File: src/rtl/program_loader_pkg.sv
// Shared state encoding and default sizing for the program loader.
package program_loader_pkg;
    localparam int DEF_WIDTH = 8;
    localparam int DEF_DEPTH = 16;

    localparam logic [1:0] ST_LOAD = 2'd0;
    localparam logic [1:0] ST_RUN  = 2'd1;
    localparam logic [1:0] ST_HALT = 2'd2;

    typedef enum logic [1:0] {
        S_LOAD = ST_LOAD,
        S_RUN  = ST_RUN,
        S_HALT = ST_HALT
    } state_t;
endpackage

File: src/rtl/program_loader_mem.sv
// Program store: one synchronous write port, one registered read port.
module prog_mem #(
    parameter int WIDTH  = 8,
    parameter int DEPTH  = 16,
    parameter int ADDR_W = $clog2(DEPTH)
) (
    input  logic              clk,
    input  logic              rst,
    input  logic              we,
    input  logic [ADDR_W-1:0] waddr,
    input  logic [WIDTH-1:0]  wdata,
    input  logic              re,
    input  logic [ADDR_W-1:0] raddr,
    output logic [WIDTH-1:0]  rdata
);
    logic [WIDTH-1:0] mem [DEPTH];

    always_ff @(posedge clk) begin
        if (we) mem[waddr] <= wdata;
    end

    // Read register holds its value when not enabled (HALT keeps last instruction).
    always_ff @(posedge clk or negedge rst) begin
        if (!rst)    rdata <= '0;
        else if (re) rdata <= mem[raddr];
    end
endmodule

File: src/rtl/program_loader.sv
// Loads bytes from the input buffer into program memory, then fetches by PC until past the end.
module program_loader
    import program_loader_pkg::*;
#(
    parameter int WIDTH  = DEF_WIDTH,
    parameter int DEPTH  = DEF_DEPTH,
    parameter int ADDR_W = $clog2(DEPTH),
    parameter int PC_W   = 8
) (
    input  logic              clk,
    input  logic              rst,
    input  logic [WIDTH-1:0]  in_data,
    input  logic              in_valid,
    input  logic              start,
    input  logic              clear,
    input  logic [PC_W-1:0]   pc,
    output logic              pc_inc,
    output logic [WIDTH-1:0]  instr,
    output logic              instr_valid,
    output logic [ADDR_W:0]   load_count,
    output logic              full,
    output logic              overflow,
    output logic [1:0]        state
);
    localparam int CMP_W = (PC_W > ADDR_W + 1) ? PC_W : ADDR_W + 1;

    state_t          state_q, state_d;
    logic            in_prev;
    logic [ADDR_W:0] count_q;
    logic            ovf_q;
    logic            iv_q;
    logic            new_byte, load_mode, run_mode, pc_in_prog, we;

    assign new_byte   = in_valid & ~in_prev;
    assign run_mode   = (state_q == S_RUN);
    // The unused encoding behaves exactly like LOAD.
    assign load_mode  = (state_q != S_RUN) && (state_q != S_HALT);
    assign full       = (count_q == (ADDR_W+1)'(DEPTH));
    assign pc_in_prog = CMP_W'(pc) < CMP_W'(count_q);
    assign we         = load_mode && new_byte && !full && !clear;

    always_comb begin
        state_d = state_q;
        case (state_q)
            S_RUN:   if (!pc_in_prog) state_d = S_HALT;
            S_HALT:  if (start) state_d = S_RUN;
            default: begin
                state_d = S_LOAD;
                if (start && count_q != '0) state_d = S_RUN;
            end
        endcase
        if (clear) state_d = S_LOAD;
    end

    always_ff @(posedge clk or negedge rst) begin
        if (!rst) begin
            state_q <= S_LOAD;
            in_prev <= 1'b1;
            count_q <= '0;
            ovf_q   <= 1'b0;
            iv_q    <= 1'b0;
        end else begin
            state_q <= state_d;
            in_prev <= in_valid;
            if (clear) begin
                count_q <= '0;
                ovf_q   <= 1'b0;
                iv_q    <= 1'b0;
            end else begin
                if (we) count_q <= count_q + 1'b1;
                if (load_mode && new_byte && full) ovf_q <= 1'b1;
                iv_q <= run_mode && pc_in_prog;
            end
        end
    end

    // Write pointer equals the count: it only returns to zero through clear.
    prog_mem #(.WIDTH(WIDTH), .DEPTH(DEPTH), .ADDR_W(ADDR_W)) u_mem (
        .clk   (clk),
        .rst   (rst),
        .we    (we),
        .waddr (count_q[ADDR_W-1:0]),
        .wdata (in_data),
        .re    (run_mode),
        .raddr (pc[ADDR_W-1:0]),
        .rdata (instr)
    );

    assign pc_inc      = run_mode;
    assign instr_valid = iv_q;
    assign load_count  = count_q;
    assign overflow    = ovf_q;
    assign state       = state_q;
endmodule

File: config.mk
export PLATFORM = sky130hd
export DESIGN_NAME = program_loader
export DESIGN_NICKNAME = d
export VERILOG_FILES = /design/src/rtl/program_loader_pkg.sv /design/src/rtl/program_loader_mem.sv /design/src/rtl/program_loader.sv
export SDC_FILE = /design/constraint.sdc
export NUM_CORES = 1
export LEC_CHECK = 0
export CORE_MARGIN = 2
export CORE_UTILIZATION = 60
export CTS_CLUSTER_SIZE = 20
export DETAILED_ROUTE_END_ITERATION = 8
export DONT_BUFFER_PORTS = 1
export GPL_TIMING_DRIVEN = 0
export PLACE_DENSITY = 0.76
export REMOVE_ABC_BUFFERS = 1
export SETUP_SLACK_MARGIN = 0.15
export SLEW_MARGIN = 5
export SYNTH_ARGS = -nofsm -noshare
export SYNTH_HDL_FRONTEND = slang
export SYNTH_HIERARCHICAL = 1
export SYNTH_SLANG_ARGS = --single-unit
File: constraint.sdc
create_clock -name clk -period 5.35 [get_ports clk]
set_input_delay 1.07 -clock clk [delete_from_list [all_inputs] [get_ports clk]]
set_output_delay 1.07 -clock clk [all_outputs]
set_load 0.01 [all_outputs]
# Yosys cells after proc, flatten, opt, wreduce, memory -nomap -nowiden
# Memory sizes are Yosys's and may differ from the RTL's. A register that Yosys moved wholly into a read port is not among the register bits.
# Cells that the tools add are included.
# totals
regBits	10
latch_bits	0
ramBits	128
rom_bits	0
input_bits	21
output_inout_bits	19
elab_cells	43
mem_count	1
# mem_list
name	depth	width	read_ports	rd_clocked_by_memory_dff	wr	line	text
u_mem.mem	16	8	1	1	1	program_loader_mem.sv:16	logic [WIDTH-1:0] mem [DEPTH];
# op_classes
add_sub_neg	1
multipliers	0
div_mod_pow	0
n_lt_le_gt_ge	1
n_eq_ne	7
n_shift	0
n_mux	12
bitwise_logic	2
reduce_logical	14
# op_table
operator	count
5-bit two-way mux	2
8-bit by 5-bit less-than comparator with 1-bit output	1
1-bit logical AND	7
1-bit two-way mux	6
2-bit two-way mux	3
3-bit inequality test (second input constant)	2
5-bit by 1-bit adder with 5-bit output (second input constant)	1
5-bit == test (second input constant)	1
5-bit nonzero test	1
2-bit case mux with 2 select lines	1
2-bit nonzero test	2
1-bit zero test	3
2-bit by 1-bit == test with 1-bit output (second input constant)	1
2-bit == test (second input constant)	1
2-bit by 1-bit inequality test with 1-bit output (second input constant)	1
2-bit inequality test (second input constant)	1
2-bit AND reduction	1
1-bit AND	1
1-bit inverter	1

# Logic depth before layout (Yosys ltp)
# depth
ltp_word	7
ltp_mapped	7
ltp_nobuf	7

# Modules after synthesis
# The synthesis kept the hierarchy.
# modules_own_cells
mod	n_inst	cells_each	area_each_um2	seq_area_each_um2
prog_mem	1	240	5331.4	4043.9
program_loader	1	70	679.4	251.5

# Least setup slack after synthesis
# OpenSTA, ideal clock, no wires.
# synth_path
path_kind	input to register
startpoint	input in_valid
endpoint	memory u_mem.mem[0][0], enable pin
setup_ps	383
arrival_ps	2814
required_ps	4967
setup_slack_ps	2152
cell_stages	5
path_buffers	0
cell_sequence	and3b_1 and2b_1 nor2b_1 or3b_2 nor3_1
# synth_between
elab_chain_len	6
# synth_lines
item	line	text
from (decl)	program_loader.sv:13	input logic in_valid,
1-bit AND	program_loader.sv:34	assign new_byte = in_valid & ~in_prev;
1-bit logical AND (3 in a row)	program_loader.sv:40	assign we = load_mode && new_byte && !full && !clear;
net we	program_loader.sv:32	logic new_byte, load_mode, run_mode, pc_in_prog, we;
1-bit two-way mux	program_loader_mem.sv:19	if (we) mem[waddr] <= wdata;
1-bit two-way mux (not written as such)	program_loader_mem.sv:19	
to (decl)	program_loader_mem.sv:16	
# The timed path passes the listed nets, and every way through them passes these cells.

# Final worst setup path
# layout_path
startpoint	register count_q[1] (netlist: load_count[1])
endpoint	memory u_mem.mem[3][6], enable pin
# layout_between
elab_chain_len	6
# layout_lines
item	line	text
from (decl)	program_loader.sv:29	logic [ADDR_W:0] count_q;
from (signal assigned)	program_loader.sv:70	if (we) count_q <= count_q + 1'b1;
5-bit == test	program_loader.sv:38	assign full = (count_q == (ADDR_W+1)'(DEPTH));
net full	program_loader.sv:21	output logic full,
1-bit zero test	program_loader.sv:40	
1-bit logical AND (2 in a row)	program_loader.sv:40	
net we	program_loader.sv:32	
1-bit two-way mux	program_loader_mem.sv:19	
1-bit two-way mux (not written as such)	program_loader_mem.sv:19	
# The timed path passes the listed nets, and every way through them passes these cells.

==> run_results.csv <==
group,metric,value,unit
finish,ant_diodes,0,
global_routing,grt_overflow_total,0,
sta,fmax,280,MHz
clock_tree,num_clock_sinks,146,
drt,remaining_drc_errors,0,
drt,final_antenna_net_count,0,
finish,syn2layout_area_growth,11.1,%
floorplanning,start_util,61.8,%
synth,edff_count_synth,128,
job,maxCapViolCount,0,
drt,viasPerCell,6.31,
sta,setup_viol_count_final,0,
placed_design,dp_cells,428,
global_routing,grt_pass1_wl,17200,um
pwr,power_leakage,2.22,nW
clock_tree,cts_max_path_buffers,2,
global_routing,grt_pass1_vias,2912,
synth,mappedNetlistArea,6010,um2
synth,synth-async-reset-ratio,12.3,%
clock_tree,post_cts_resized,0,
drt,drt_iter0_drc,382,
sta,transition_at_the_pin_with_the_smallest_max_transition_slack,1.03,ns
clock_tree,h_tree_levels,4,
pwr,p_per_area,396,nW/um2
floorplanning,number_of_cell_rows,36,
floorplanning,core,9730,um2
placed_design,place.gp.congestion,0.770,
setup_path,worst_ep_required_time,5.48,ns
setup_path,worstSetupStartpointType,"register",
synth,ys_dominant_reg_cell,"sky130_fd_sc_hd__edfxtp_1",
setup_path,critical_path_arrival,3.71,ns
sta,timing.slew.headroom,31.0,%
drt,routed_wl,11300,um
floorplanning,die-height,104,um
clock_tree,holdBufCountCts,0,
setup_path,critical_path_peak_fanout,12,
sta,post-route-period-util,66.8,%
global_routing,maximum_number_of_pins_on_one_net_before_global_route_repair,34,
placed_design,dp_hpwl,6760,um
drt,avgRoutedWirePerCell,24.6,um
synth,avgSynthCellArea,19.4,um2
floorplanning,floorplan.die_area,10800,um2
clock_tree,cts_post_setup_buffers_inserted,0,
sta,final_skew,0.00769,ns
hold_path,worst_hold_path_type,"primary input to asynchronous set/reset pin",
synth,synth.distinct_cells,46,
synth,ys_seq_elements,146,
drt,drtPass1Iterations,5,
synth,yosysWarningCount,6,
pwr,vdd_ir_drop_max,0.326,mV
clock_tree,cts_tree,"built",
placed_design,io_buffer_count,0,
finish,post_route_cells_drive_above_1_share,24.5,%
clock_tree,clock_latency,0.51,ns
synth,syn-instance-count,310,
global_routing,antenna_violations_before_repair,0,
finish,fillCellCount,641,
clock_tree,cts_made_buffers,17,
sta,fin_crit_period,3.58,ns
finish,finalNetCount,343,
finish,final_instance_count_excl_fillers,460,
floorplanning,boundaryPins,40,
global_routing,grt_usage,22.1,%
sta,fin_tns_setup,0,ns
clock_tree,clock-root-buffer,"sky130_fd_sc_hd__clkbuf_8",
outcome,outcome,"complete, no violations",
clock_tree,clk_transition_reported_paths,0.06,ns
setup_path,worst_setup_path_end_kind,"register",
sta,final-max-slew-violation-count,0,
setup_path,criticalPathCategory,"register to register",
drt,route.vias.total,2901,
sta,unrepaired_setup_endpoints_after_global_routing,"no",
synth,seq_area_frac_synth,71.5,%
floorplanning,die_w,104,um
sta,report.final.hold_viol_count,0,
## power breakdown
group	leakage (nW)	internal [mW]	switching (mW)
sequential	1.37	1.27	0.0475
clock	0.293	0.743	0.461
combinational	0.551	0.0620	0.0581
total	2.22	2.08	0.566
## metal layers
layer / up-vias / track usage [%] / share of wire (%)
met1: 1476 / 29.4 / 40
met2: 142 / 35.7 / 51
met5: - / 0 / 0
li1: 1271 / - / -
met4: 0 / 8.20 / 1.9
met3: 12 / 6.02 / 7.4
## final timing paths
kind	end	from	slack, ns	depth (start not counted)
setup reg to reg	u_mem/mem[3][6]	load_count[1]	1.77	7
max in group asynchronous	in_prev	rst	4.93	0
min in group clk	in_prev	in_valid	0.55	0
hold / removal	overflow	rst	0.25	0
setup / recovery	u_mem/mem[3][6]	load_count[1]	1.77	7
hold reg to reg	overflow	overflow	0.56	2
## flip-flops by register name (all words and copies together), names as in the netlist
name         cells
load_count       5
u_mem/rdata      8
u_mem/mem      128
state            2
instr_valid      1
in_prev          1
overflow         1
## worst max-delay path: stages, from the launching register on
cell and delay, ns:
sky130_fd_sc_hd__dfrtp_1 0.66, sky130_fd_sc_hd__inv_1 0.16, sky130_fd_sc_hd__ha_1 0.22, sky130_fd_sc_hd__and4bb_2 0.27
sky130_fd_sc_hd__and2b_1 0.29, sky130_fd_sc_hd__nor2b_1 0.29, sky130_fd_sc_hd__or3b_2 0.54, sky130_fd_sc_hd__nor2_1 0.75
## cell families (layout without fill, tap and decap cells)
| group | count (synthesis) | after routing | synth area share, % |
|---|---|---|---|
| AO/OA/AOI/OAI | 30 | 30 | 4.77 |
| flip-flops | 146 | 146 | 71.5 |
| buffers and inverters | 24 | 41 | 2.77 |
| adder cells (fa/ha/maj) | 8 | 8 | 1.67 |
| multiplexers | 41 | 41 | 13.9 |
| XOR/XNOR | 3 | 3 | 0.437 |
| AND/OR/NAND/NOR | 58 | 58 | 5.04 |
## cell usage in the layout, fill, tap and decap left out, drive strengths merged, types with 2 or more instances in the layout
cell type | netlist | final
a211oi | 2 | 2
a21oi | 2 | 2
a221oi | 8 | 8
a22oi | 2 | 2
bufinv | 0 | 3
clkbuf | 1 | 19
clkinv | 0 | 3
clkinvlp | 0 | 3
dfrtp | 17 | 17
edfxtp | 128 | 128
ha | 8 | 8
inv | 9 | 13
mux2i | 9 | 9
mux4 | 32 | 32
nand2 | 2 | 2
nand2b | 5 | 5
nand3b | 3 | 3
nand4 | 2 | 2
nor2 | 30 | 30
nor2b | 3 | 3
nor3 | 4 | 4
o2111ai | 2 | 2
o22ai | 8 | 8
xnor2 | 3 | 3
## through the flow
step | worst slack (ns) | utilization (%) | instance area, um2 | power, mW | hold WS (ns)
after global routing | 1.57 | 68.6 | 6680 | 2.73 | 0.211
after global placement | 1.44 | 62.1 | 6040 | 1.46 | 0.548
after CTS | 1.80 | 68.6 | 6670 | 2.66 | 0.224
after floorplan | 2.15 | - | 5880 | 1.43 | 0.529
after detailed placement | 1.83 | 62.3 | 6060 | 1.46 | 0.552
final | 1.77 | 68.6 | 6680 | 2.65 | 0.246
## cell usage after synthesis (2+ instances only)
library cell                instances  area share (%)
sky130_fd_sc_hd__a22oi_1            2            0.25
sky130_fd_sc_hd__nor2b_1            3            0.31
sky130_fd_sc_hd__mux4_2            26             9.7
sky130_fd_sc_hd__buf_12             2            0.67
sky130_fd_sc_hd__nand2_1            2            0.12
sky130_fd_sc_hd__o2111ai_1          2            0.29
sky130_fd_sc_hd__buf_6              5            0.94
sky130_fd_sc_hd__a21oi_1            2            0.17
sky130_fd_sc_hd__edfxtp_1         128              64
sky130_fd_sc_hd__mux2i_1            9             1.5
sky130_fd_sc_hd__buf_2              2            0.17
sky130_fd_sc_hd__nand2b_1           5            0.52
sky130_fd_sc_hd__nand3b_1           3            0.37
sky130_fd_sc_hd__nand4_1            2            0.21
sky130_fd_sc_hd__buf_1              4            0.25
sky130_fd_sc_hd__ha_1               8             1.7
sky130_fd_sc_hd__nor3_1             4            0.33
sky130_fd_sc_hd__xnor2_1            3            0.44
sky130_fd_sc_hd__mux4_1             6             2.6
sky130_fd_sc_hd__nor2_1            29             1.8
sky130_fd_sc_hd__dfrtp_1           17             7.1
sky130_fd_sc_hd__o22ai_1            7            0.73
sky130_fd_sc_hd__a221oi_2           8             2.0
sky130_fd_sc_hd__inv_1              9            0.56
## layout make-up
type / instances / area [um2] / area share [%]
tap: 133 / 166 / 2.49
multi-input combinational: 140 / 1570 / 23.5
inverter: 9 / 33.8 / 0.506
sequential: 146 / 4300 / 64.3
clock inverter: 13 / 173 / 2.59
clock buffer: 19 / 442 / 6.61
(Power assumes the default switching activity.)
